### src/rtl/arbiter_requester_agent_pkg.sv
// Shared definitions for the arbiter requester agent: one-hot state encoding,
// default parameter values and the grant-wait counter width.
package arb_agent_pkg;

    localparam int ST_IDLE = 0;
    localparam int ST_REQ  = 1;
    localparam int ST_XFER = 2;
    localparam int ST_END  = 3;
    localparam int ST_GAP  = 4;

    typedef enum logic [4:0] {
        S_IDLE = 5'b00001,
        S_REQ  = 5'b00010,
        S_XFER = 5'b00100,
        S_END  = 5'b01000,
        S_GAP  = 5'b10000
    } state_e;

    localparam int DEF_ADDR_W  = 8;
    localparam int DEF_LEN_W   = 4;
    localparam int DEF_TIMEOUT = 255;
    localparam int DEF_GAP_CYC = 2;
    localparam int WAIT_W      = 16;

endpackage

### src/rtl/arbiter_requester_agent_if.sv
// Command, arbiter and bus signals of one requester agent; master is the agent side.
interface arbiter_requester_agent_if import arb_agent_pkg::*; #(
    parameter int ADDR_W = DEF_ADDR_W,
    parameter int LEN_W  = DEF_LEN_W
) ();
    logic              i_cmd_valid;
    logic              o_cmd_ready;
    logic [ADDR_W-1:0] i_cmd_addr;
    logic [LEN_W-1:0]  i_cmd_len;
    logic              o_req;
    logic              i_grant;
    logic              o_end_access;
    logic              o_bus_valid;
    logic [ADDR_W-1:0] o_bus_addr;
    logic              i_bus_ready;
    logic              o_done;
    logic              o_timeout;
    logic              i_timeout_clr;

    modport master (
        input  i_cmd_valid, i_cmd_addr, i_cmd_len, i_grant, i_bus_ready, i_timeout_clr,
        output o_cmd_ready, o_req, o_end_access, o_bus_valid, o_bus_addr, o_done, o_timeout
    );

    modport slave (
        output i_cmd_valid, i_cmd_addr, i_cmd_len, i_grant, i_bus_ready, i_timeout_clr,
        input  o_cmd_ready, o_req, o_end_access, o_bus_valid, o_bus_addr, o_done, o_timeout
    );
endinterface

### src/rtl/arbiter_requester_agent_watchdog.sv
// Grant-wait watchdog: saturating REQ-cycle counter with a sticky timeout flag
// whose set takes priority over clear.
module arb_req_watchdog import arb_agent_pkg::*; #(
    parameter int TIMEOUT = DEF_TIMEOUT
) (
    input  logic i_clk,
    input  logic i_rst,
    input  logic i_en,
    input  logic i_restart,
    input  logic i_clr,
    output logic o_timeout
);
    logic [WAIT_W-1:0] cnt_q, cnt_d;
    logic              to_q, to_d;
    logic              set;

    // Set fires only on the increment that reaches TIMEOUT, so a saturated
    // counter cannot keep overriding a clear.
    always_comb begin
        cnt_d = cnt_q;
        set   = 1'b0;
        if (i_restart) begin
            cnt_d = '0;
        end else if (i_en && (cnt_q != '1)) begin
            cnt_d = cnt_q + 1'b1;
            set   = (cnt_d == WAIT_W'(TIMEOUT));
        end
        if (set)        to_d = 1'b1;
        else if (i_clr) to_d = 1'b0;
        else            to_d = to_q;
    end

    always_ff @(posedge i_clk or negedge i_rst) begin
        if (!i_rst) begin
            cnt_q <= '0;
            to_q  <= 1'b0;
        end else begin
            cnt_q <= cnt_d;
            to_q  <= to_d;
        end
    end

    assign o_timeout = to_q;
endmodule

### src/rtl/arbiter_requester_agent.sv
// Client-side agent for one strict-priority arbiter port: takes a command,
// requests the bus, runs an addressed burst and signals end of tenure.
module arbiter_requester_agent import arb_agent_pkg::*; #(
    parameter int ADDR_W  = DEF_ADDR_W,
    parameter int LEN_W   = DEF_LEN_W,
    parameter int TIMEOUT = DEF_TIMEOUT,
    parameter int GAP_CYC = DEF_GAP_CYC
) (
    input  logic                       i_clk,
    input  logic                       i_rst,
    arbiter_requester_agent_if.master  bus
);
    localparam int GAP_W = (GAP_CYC > 1) ? $clog2(GAP_CYC) : 1;

    state_e            state_q, state_d;
    logic [ADDR_W-1:0] addr_q, addr_d;
    logic [LEN_W-1:0]  len_q, len_d;
    logic [LEN_W-1:0]  beat_q, beat_d;
    logic [GAP_W-1:0]  gap_q, gap_d;
    logic              req_seen_q;
    logic              accept;
    logic              beat_hs;

    assign accept  = state_q[ST_IDLE] & bus.i_cmd_valid;
    assign beat_hs = bus.o_bus_valid & bus.i_bus_ready;

    assign bus.o_cmd_ready  = state_q[ST_IDLE];
    assign bus.o_req        = state_q[ST_REQ] | state_q[ST_XFER];
    assign bus.o_end_access = state_q[ST_END];
    assign bus.o_done       = state_q[ST_END];
    assign bus.o_bus_valid  = state_q[ST_XFER] & bus.i_grant;
    assign bus.o_bus_addr   = addr_q + ADDR_W'(beat_q);

    always_comb begin
        state_d = state_q;
        addr_d  = addr_q;
        len_d   = len_q;
        beat_d  = beat_q;
        gap_d   = gap_q;
        case (state_q)
            S_IDLE: begin
                if (accept) begin
                    addr_d  = bus.i_cmd_addr;
                    len_d   = bus.i_cmd_len;
                    beat_d  = '0;
                    state_d = S_REQ;
                end
            end
            S_REQ: begin
                // req_seen_q masks a grant still asserted from the previous tenure.
                if (req_seen_q && bus.i_grant) state_d = S_XFER;
            end
            S_XFER: begin
                if (beat_hs) begin
                    if (beat_q == len_q) state_d = S_END;
                    else                 beat_d  = beat_q + 1'b1;
                end
            end
            S_END: begin
                gap_d   = '0;
                state_d = S_GAP;
            end
            S_GAP: begin
                if (gap_q == GAP_W'(GAP_CYC - 1)) state_d = S_IDLE;
                else                              gap_d   = gap_q + 1'b1;
            end
            default: state_d = S_IDLE;
        endcase
    end

    always_ff @(posedge i_clk or negedge i_rst) begin
        if (!i_rst) begin
            state_q    <= S_IDLE;
            addr_q     <= '0;
            len_q      <= '0;
            beat_q     <= '0;
            gap_q      <= '0;
            req_seen_q <= 1'b0;
        end else begin
            state_q    <= state_d;
            addr_q     <= addr_d;
            len_q      <= len_d;
            beat_q     <= beat_d;
            gap_q      <= gap_d;
            req_seen_q <= state_q[ST_REQ];
        end
    end

    arb_req_watchdog #(
        .TIMEOUT (TIMEOUT)
    ) u_watchdog (
        .i_clk     (i_clk),
        .i_rst     (i_rst),
        .i_en      (state_q[ST_REQ]),
        .i_restart (accept),
        .i_clr     (bus.i_timeout_clr),
        .o_timeout (bus.o_timeout)
    );
endmodule

### src/flat_wrapper.sv
// flat-port wrapper written by rule: the top's interface ports become plain ports
module arbiter_requester_agent_flat import arb_agent_pkg::*;
#(
    parameter int ADDR_W  = DEF_ADDR_W,
    parameter int LEN_W   = DEF_LEN_W,
    parameter int TIMEOUT = DEF_TIMEOUT,
    parameter int GAP_CYC = DEF_GAP_CYC
)
  (i_clk, i_rst, bus_i_cmd_valid, bus_i_cmd_addr, bus_i_cmd_len, bus_i_grant, bus_i_bus_ready, bus_i_timeout_clr, bus_o_cmd_ready, bus_o_req, bus_o_end_access, bus_o_bus_valid, bus_o_bus_addr, bus_o_done, bus_o_timeout);
  arbiter_requester_agent_if #(.ADDR_W(ADDR_W), .LEN_W(LEN_W)) bus_i ();
  input  logic i_clk;
  input  logic i_rst;
  input wire logic [$bits(bus_i.i_cmd_valid)-1:0] bus_i_cmd_valid;
  input wire logic [$bits(bus_i.i_cmd_addr)-1:0] bus_i_cmd_addr;
  input wire logic [$bits(bus_i.i_cmd_len)-1:0] bus_i_cmd_len;
  input wire logic [$bits(bus_i.i_grant)-1:0] bus_i_grant;
  input wire logic [$bits(bus_i.i_bus_ready)-1:0] bus_i_bus_ready;
  input wire logic [$bits(bus_i.i_timeout_clr)-1:0] bus_i_timeout_clr;
  output wire logic [$bits(bus_i.o_cmd_ready)-1:0] bus_o_cmd_ready;
  output wire logic [$bits(bus_i.o_req)-1:0] bus_o_req;
  output wire logic [$bits(bus_i.o_end_access)-1:0] bus_o_end_access;
  output wire logic [$bits(bus_i.o_bus_valid)-1:0] bus_o_bus_valid;
  output wire logic [$bits(bus_i.o_bus_addr)-1:0] bus_o_bus_addr;
  output wire logic [$bits(bus_i.o_done)-1:0] bus_o_done;
  output wire logic [$bits(bus_i.o_timeout)-1:0] bus_o_timeout;
  assign bus_i.i_cmd_valid = bus_i_cmd_valid;
  assign bus_i.i_cmd_addr = bus_i_cmd_addr;
  assign bus_i.i_cmd_len = bus_i_cmd_len;
  assign bus_i.i_grant = bus_i_grant;
  assign bus_i.i_bus_ready = bus_i_bus_ready;
  assign bus_i.i_timeout_clr = bus_i_timeout_clr;
  assign bus_o_cmd_ready = bus_i.o_cmd_ready;
  assign bus_o_req = bus_i.o_req;
  assign bus_o_end_access = bus_i.o_end_access;
  assign bus_o_bus_valid = bus_i.o_bus_valid;
  assign bus_o_bus_addr = bus_i.o_bus_addr;
  assign bus_o_done = bus_i.o_done;
  assign bus_o_timeout = bus_i.o_timeout;
  arbiter_requester_agent #(.ADDR_W(ADDR_W), .LEN_W(LEN_W), .TIMEOUT(TIMEOUT), .GAP_CYC(GAP_CYC)) u_core (.i_clk(i_clk), .i_rst(i_rst), .bus(bus_i));
endmodule
### config.mk
export PLATFORM = sky130hd
export DESIGN_NAME = arbiter_requester_agent_flat
export DESIGN_NICKNAME = d
export VERILOG_FILES = /design/src/rtl/arbiter_requester_agent_pkg.sv /design/src/rtl/arbiter_requester_agent_if.sv /design/src/rtl/arbiter_requester_agent_watchdog.sv /design/src/rtl/arbiter_requester_agent.sv /design/src/flat_wrapper.sv
export SDC_FILE = /design/constraint.sdc
export NUM_CORES = 1
export LEC_CHECK = 0
export ABC_AREA = 1
export CAP_MARGIN = 0
export CORE_ASPECT_RATIO = 1.1
export CORE_MARGIN = 2
export CORE_UTILIZATION = 55
export DETAILED_ROUTE_END_ITERATION = 16
export PLACE_DENSITY_LB_ADDON = 0.1
export SLEW_MARGIN = 25
export SYNTH_ARGS = -nofsm -noshare
export SYNTH_HDL_FRONTEND = slang
export SYNTH_SLANG_ARGS = --single-unit
### constraint.sdc
create_clock -name i_clk -period 2.4 [get_ports i_clk]
set_clock_uncertainty 0.05 [all_clocks]
set_input_delay 0.48 -clock i_clk [delete_from_list [all_inputs] [get_ports i_clk]]
set_output_delay 0.48 -clock i_clk [all_outputs]
set_load 0.05 [all_outputs]
[Word level (Yosys, flattened, before mapping)]
Index checks and enable logic that the tools add are counted.
Word-level totals
  register bits after elaboration: 40
  output and inout port bits: 14
  logic and storage cells: 57
Cells by class
  bitwise gates (word level): 4
  muxes and demuxes: 18
  add/subtract/negate cells: 4
  reductions and logical operators: 9
  equal/unequal tests: 14
Operators by type and width (count)
  $mux W16: 2
  $mux W5: 5
  $pmux W5 S5: 1
  $add A16 B1 Y16 const B: 1
  $eq A16 B8 Y1 const B: 1
  $ne A16 B16 Y1 const B: 1
  $mux W4: 3
  $ne A2 B1 Y1 const B: 5
  $add A8 B4 Y8: 1
  $pmux W4 S2: 1
  $reduce_bool A2 Y1: 4
  $eq A5 B1 Y1 const B: 1
  $eq A5 B2 Y1 const B: 1
  $eq A5 B3 Y1 const B: 1
  $eq A5 B4 Y1 const B: 1
  $eq A5 B5 Y1 const B: 1
  $mux W1: 5
  $reduce_and A5 Y1: 1
  $add A4 B1 Y4 const B: 1
  $eq A4 B4 Y1: 1
  $reduce_and A4 Y1: 1
  $and A1 B1 Y1: 3
  $logic_and A1 B1 Y1: 2
  $ne A2 B2 Y1 const B: 1
  other kinds (4): 4

[Depth between registers and ports, before layout]
Gate-level depths: netlist of run 1.
  depth after elaboration: 5
  gate-level depth with buffers: 11
  depth with buffers taken out: 11

[Cells and area by module]
A second synthesis of run 1 with hierarchy kept.
Second synthesis, totals
  cell total of the unflattened synthesis: 325
  area, all modules: 2489.9 sq um
Modules (own cells, without submodules)
  arbiter_requester_agent: instances 1, area an instance 1372.6 sq um, cells each 156, sequential area each 576.8 sq um
  arb_req_watchdog: instances 1, area an instance 1117.3 sq um, cells each 169, sequential area each 425.4 sq um

[Worst setup path after synthesis of run 1]
No wires, ideal clock.
  path type: register to output
  from: register u_core.beat_q[0]
  to: output port bus_o_bus_addr[6]
  required time: 1.870 ns
  buffers on the path: 0
  setup slack: -0.290 ns
  stages on the path, launching flop included: 7
  data arrival time: 2.160 ns
  cells stage by stage: dfrtp_1 -> ha_1 -> inv_1 -> fa_1 -> o21ai_0 -> nand3_1 -> xor2_1
Between the ends
  word-level cells in the longest chain between the ends: 1
Ends and longest elaborated chain
  from (decl): line arbiter_requester_agent.sv:18  | logic [LEN_W-1:0] beat_q, beat_d;
  from (signal assigned): line arbiter_requester_agent.sv:83  | beat_q <= beat_d;
  $add A8 B4 Y8: line arbiter_requester_agent.sv:32  | assign bus.o_bus_addr = addr_q + ADDR_W'(beat_q);
  to (decl): line flat_wrapper.sv:23  | output wire logic [$bits(bus_i.o_bus_addr)-1:0] bus_o_bus_addr;
Every way passes these cells.

[Worst setup path after layout of run 1]
  from: register u_core.beat_q[1]
  to: output port bus_o_bus_addr[7]
Same word-level chain as after synthesis.

==> impl_metrics.yaml, run 1 <==
critical_path:
  crit_path_max_fanout: 3
  path_cells: "ha_4, nand3_2, a21boi_2, nor2_1, nor2_2, xor2_2, buf_12"
  start_kind: "flip-flop"
  rr_worst_depth: 9
  cp.depth: 7
  critical_path_class: "reg2out"
  cp.arrival_ps: 1900
  cpPeakStageDelay_ps: 440
  required_ps: 1870
  end_kind: "output port"
  path_buf_inv: 1
  critPathSlowestCell: "dfrtp_2"
  critical-path-top-delay-family: "flip-flops"
sta:
  tns_ps: -41.5
  hold_viol_final: 0
  rsz0062_at_grt: "true"
  fin_ws_ps: -30.4
  timing.hold.ws_ps: 375
  worstMarginPinSlew_ps: 499
  fmax_mhz: 411
  setup_viol: 2
  slew_headroom_pct: 66.6
  min_period_ps: 2430
  period_share_pct: 101
  maxSlewViolCount: 0
die:
  ios: 32
  initial_core_util_pct: 57.3
  coreArea_um2: 4320
  die_area_um2: 5050
  num_rows: 25
  die_w_um: 67.9
  die_height_um: 74.3
final_layout:
  fill_cells: 339
  final-seq-area_um2: 1000
  n_antenna_cell: 0
  layout_common_cells: "nand2_1, dfrtp_1, nor2_1"
  multi_input_area_um2: 1390
  drive_above_1_share_pct: 22.3
  final_common_cell: "nand2_1"
  instances_no_fill: 408
  area_growth_pct: 28.4
  fin_util_pct: 73.6
  nets: 379
  design_area_um2: 3180
place:
  dp.cells: 393
  placed_cell_area_um2: 2960
  post-dp-hpwl_um: 4020
  port_buffers: 31
  place.gp.congestion: 0.845
synthesis:
  ys_types: 31
  yosys_register_bits: 40
  syn_nets: 332
  netlist_area_um2: 2470
  synth_edf_count: 0
  syn_inst: 306
  seq_area_frac_synth_pct: 40.5
  ys_async_sr_fraction_pct: 100
  syn_avg_cell_area_um2: 8.08
  synthFlopType: "dfrtp_1"
  ys_warn_count: 0
routing:
  vias: 2129
  wire_per_inst_um: 13.2
  drcViolationCount: 0
  wirelength_um: 5380
  via_per_inst: 5.22
  drt_pass1_iterations: 4
  first_iter_violations: 123
  final_antenna_net_count: 0
pwr:
  sw_frac_of_total_pct: 43.6
  p_leak_nw: 1.45
  p_int_w: 0.00185
  power_density_nw_per_um2: 1030
  power.switching_w: 0.00143
  seqPwrFrac_pct: 30.7
  peakVddDrop_mv: 0.533
  combPwrFrac_pct: 54.2
  p_clk_share_pct: 15.1
clocking:
  cts_tree: "yes"
  clk_pin_slew_ps: 80
  clock_latency_ps: 290
  clock_tree.buffer_depth: 2
  clock-sinks: 40
  cts_buffers: 5
  clockRootBuffer: "clkbuf_8"
  cts_max_level: 2
global_routing:
  grt_util_all_layers_pct: 23.6
  grt_pass1_vias: 2155
  gr-total-overflow: 0
  antenna_found_initial: 0
  grt_pass1_wl_um: 9050
  grt_max_degree: 17
worst_hold_path:
  hold_class: "reg2reg"
  min_delay_path_depth: 0
status:
  status: "complete, but fails checks"
  violations: "setup timing"
flow_run:
  drv_cap: 0
[power groups by stage]
stage	Combinational, W	Clock (W)	Sequential, W
6_report	0.00178	0.000493	0.00101
5_1_grt	0.00191	0.000539	0.00103
4_1_cts	0.00173	0.000511	0.000998
3_5_place_dp	0.00170	0	0.00100
3_3_place_gp	0.00167	0	0.00100
2_1_floorplan	0.00110	0	0.00101
[layer usage]
| layer | global-route usage, % | routed length, um | vias up |
|---|---|---|---|
| met5 | 0 | 0 | - |
| li1 | - | - | 1081 |
| met4 | 9.11 | 121 | 0 |
| met1 | 28.9 | 2330 | 1003 |
| met3 | 4.08 | 136 | 12 |
| met2 | 41.0 | 2800 | 33 |
[cells in the mapped netlist, types with 4 or more instances]
cell type / instances / area (um2)
nor2_1: 31 / 116
dfrtp_1: 39 / 976
nand2_1: 92 / 345
nand4_1: 14 / 87.6
o21ai_2: 9 / 78.8
nor2_4: 4 / 45.0
inv_1: 30 / 113
o21ai_0: 5 / 25.0
xor2_1: 8 / 70.1
ha_1: 7 / 87.6
a21oi_1: 5 / 25.0
inv_2: 5 / 18.8
nand3_1: 18 / 90.1
mux2_2: 7 / 78.8
[through the flow]
stage          total power, W  setup WS, ps
6_report              0.00327         -30.4
5_1_grt               0.00348          -115
2_1_floorplan         0.00211         -71.5
3_3_place_gp          0.00267           173
3_5_place_dp          0.00270          93.9
4_1_cts               0.00324         -5.97
[state kept, by name, indices dropped and copies added, names as in the netlist]
name and count:
u_core.state_q 5, u_core.beat_q 4, u_core.len_q 4, u_core.addr_q 8
u_core.gap_q 1, u_core.u_watchdog.cnt_q 16, u_core.req_seen_q 1, u_core.u_watchdog.o_timeout 1
[area by class of cell]
type | instances | area share [%]
Inverter | 35 | 4.14
Multi-Input combinational cell | 227 | 43.8
Timing Repair Buffer | 44 | 15.2
Clock buffer | 8 | 3.15
Tap cell | 54 | 2.13
Sequential cell | 40 | 31.6
[repair_timing]
| action | in CTS | in global routing |
|---|---|---|
| pin swaps | 4 | 5 |
| buffers inserted | 3 | 3 |
| hold buffers | 1 | 0 |
| resized for setup | 11 | 4 |
| hold endpoints to repair | 8 | 0 |
| endpoints found under the setup margin | 4 | 4 |
[worst paths after layout]
kind                                            start                    endpoint  slack [ps]
max in group asynchronous                       i_rst           u_core.state_q[0]        1230
min reg2reg                         u_core.state_q[1]           u_core.req_seen_q         380
max                                  u_core.beat_q[1]           bus_o_bus_addr[7]         -30
min in group asynchronous                       i_rst            u_core.addr_q[4]         510
min                                 u_core.state_q[1]           u_core.req_seen_q         380
max reg2reg                u_core.u_watchdog.cnt_q[0]  u_core.u_watchdog.cnt_q[0]         410
[kinds of logic (layout without fill, tap and decap cells)]
kind of cell	count (synthesis)	after routing	synth area share [%]
AND/OR/NAND/NOR	167	167	30.9
AO/OA/AOI/OAI	31	31	8.80
buffers and inverters	39	87	6.98
flip-flops	40	40	40.5
multiplexers	10	10	4.55
adder cells (fa/ha/maj)	8	8	4.35
XOR/XNOR	11	11	3.90
Power figures use the tool's default switching activity.
==> run 2: changes to the inputs <==
--- a/config.mk
+++ b/config.mk
@@ -16,3 +16,4 @@
 export SYNTH_ARGS = -nofsm -noshare
 export SYNTH_HDL_FRONTEND = slang
 export SYNTH_SLANG_ARGS = --single-unit
+export TNS_END_PERCENT = 1
==> impl_metrics.yaml, run 2 (same netlist as run 1, synthesis figures left out) <==
pwr:
  power_w: 0.00332
  p_leak_nw: 1.42
  power_density_nw_per_um2: 1060
  peakVddDrop_mv: 0.477
place:
  place.gp.congestion: 0.869
  port_buffers: 31
  post-dp-hpwl_um: 3950
status:
  violations: "setup timing"
  status: "complete, but fails checks"
clocking:
  clock_tree.buffer_depth: 2
  cts_tree: "yes"
  post_cts_buffers: 0
  clock-sinks: 40
  clock_latency_ps: 290
  holdBufCountCts: 0
  cts_max_level: 2
  cts_buffers: 5
  clockRootBuffer: "clkbuf_8"
  clk_pin_slew_ps: 80
critical_path:
  path_cells: "ha_2, inv_2, fa_2, o21ai_2, nand3_2, xor2_2, buf_12"
  start_kind: "flip-flop"
  regToRegEndpoint: "u_core.u_watchdog.cnt_q[0]"
  end_kind: "output port"
  critical_path_class: "reg2out"
  r2r-start: "u_core.u_watchdog.cnt_q[0]"
  path_buf_inv: 2
  critPathSlowestCell: "dfrtp_1"
  rr_worst_depth: 9
  required_ps: 1870
  critical-path-top-delay-family: "adder cells"
  r2r_slack_ps: 430
  crit_path_max_fanout: 2
  cp.arrival_ps: 1930
  cpPeakStageDelay_ps: 360
routing:
  final_antenna_net_count: 0
  first_iter_violations: 145
  wire_per_inst_um: 12.8
  vias: 2104
  wirelength_um: 5140
  drt_pass1_iterations: 4
  drcViolationCount: 0
  via_per_inst: 5.25
global_routing:
  gr-total-overflow: 0
  grt_max_degree: 22
  grt_pass1_vias: 1992
  grt_pass1_wl_um: 8490
  antenna_found_initial: 0
  grt_util_all_layers_pct: 22.2
final_layout:
  area_growth_pct: 26.5
  largest_reg_flops: 16
  fill_cells: 331
  n_antenna_cell: 0
  layout_common_cells: "nand2_1, dfrtp_1, nor2_1"
  nets: 372
  drive_above_1_share_pct: 19.9
  largestRegisters: "u_core.u_watchdog.cnt_q x16, u_core.addr_q x8, u_core.state_q x5"
  largest_register: "u_core.u_watchdog.cnt_q"
  final_common_cell: "nand2_1"
  fin_util_pct: 72.5
die:
  num_rows: 25
  ios: 32
  initial_core_util_pct: 57.3
  die_height_um: 74.3
  die_area_um2: 5050
  die_w_um: 67.9
  coreArea_um2: 4320
worst_hold_path:
  hold_class: "in2async"
sta:
  fin_ws_ps: -62.4
  min_period_ps: 2460
  timing.hold.ws_ps: 81.0
  worstMarginPinSlew_ps: 494
  tns_ps: -132
  maxSlewViolCount: 0
  setup_viol: 3
  fmax_mhz: 406
  period_share_pct: 103
  rsz0062_at_grt: "true"
  hold_viol_final: 0
  slew_headroom_pct: 66.9
flow_run:
  drv_cap: 0
-- run 2: layer usage --
layer  global-route usage (%)  share of wire, %
met1                     28.4                44
met2                     38.5                51
met3                     4.08               3.8
met4                     6.22              0.89
met5                        0                 0
-- run 2: report_power, final --
part           leakage (nW)  internal (W)  switching (W)
Clock                0.0645      0.000367       0.000230
Sequential            0.522      0.000847       0.000152
Combinational         0.837      0.000710        0.00102
Total                  1.42       0.00192        0.00140
-- run 2: cell type report --
| type | instances | area, um2 | area share (%) |
|---|---|---|---|
| multi-input combinational | 227 | 1370 | 43.9 |
| sequential | 40 | 1000 | 32.0 |
| timing repair buffer | 37 | 428 | 13.7 |
| inverter | 35 | 131 | 4.20 |
| clock buffer | 7 | 96.3 | 3.08 |
| tap | 54 | 67.6 | 2.16 |
| clock inverter | 1 | 30.0 | 0.960 |
-- run 2: through the flow --
step	std cells	setup WS (ps)	cell area, um2
after floorplan	306	-190	2490
final	401	-62.4	3130
after CTS	401	-41.4	3100
after global routing	401	-143	3130
after global placement	393	101	2940
after detailed placement	393	69.4	2940
-- run 2: worst max-delay path by stage --
stage / from / end / slack, ps / depth (start not counted)
2_1_floorplan: u_core.beat_q[0] / bus_o_bus_addr[4] / -190 / 5
5_1_grt: u_core.beat_q[0] / bus_o_bus_addr[6] / -140 / 7
4_1_cts: u_core.beat_q[3] / bus_o_bus_addr[7] / -40 / 6
3_5_place_dp: u_core.beat_q[0] / bus_o_bus_addr[6] / 70 / 7
6_report: u_core.beat_q[0] / bus_o_bus_addr[6] / -60 / 7
3_3_place_gp: u_core.beat_q[0] / bus_o_bus_addr[6] / 100 / 7
-- run 2: timing repair --
| action | in CTS | in global routing |
|---|---|---|
| endpoints found under the setup margin | 4 | 4 |
| gates resized for setup | 8 | 6 |
| pin swaps | 4 | 2 |
| endpoints found under the hold margin | 0 | 0 |
-- run 2: worst register-to-register path: stages (launching register included) --
cell and delay [ps]:
dfrtp_1 460, ha_1 230, nand2_1 120, nor2_4 190
nand2_2 110, nor2_4 130, nor2_4 70, nand2_2 210
buf_4 210, o21ai_1 70
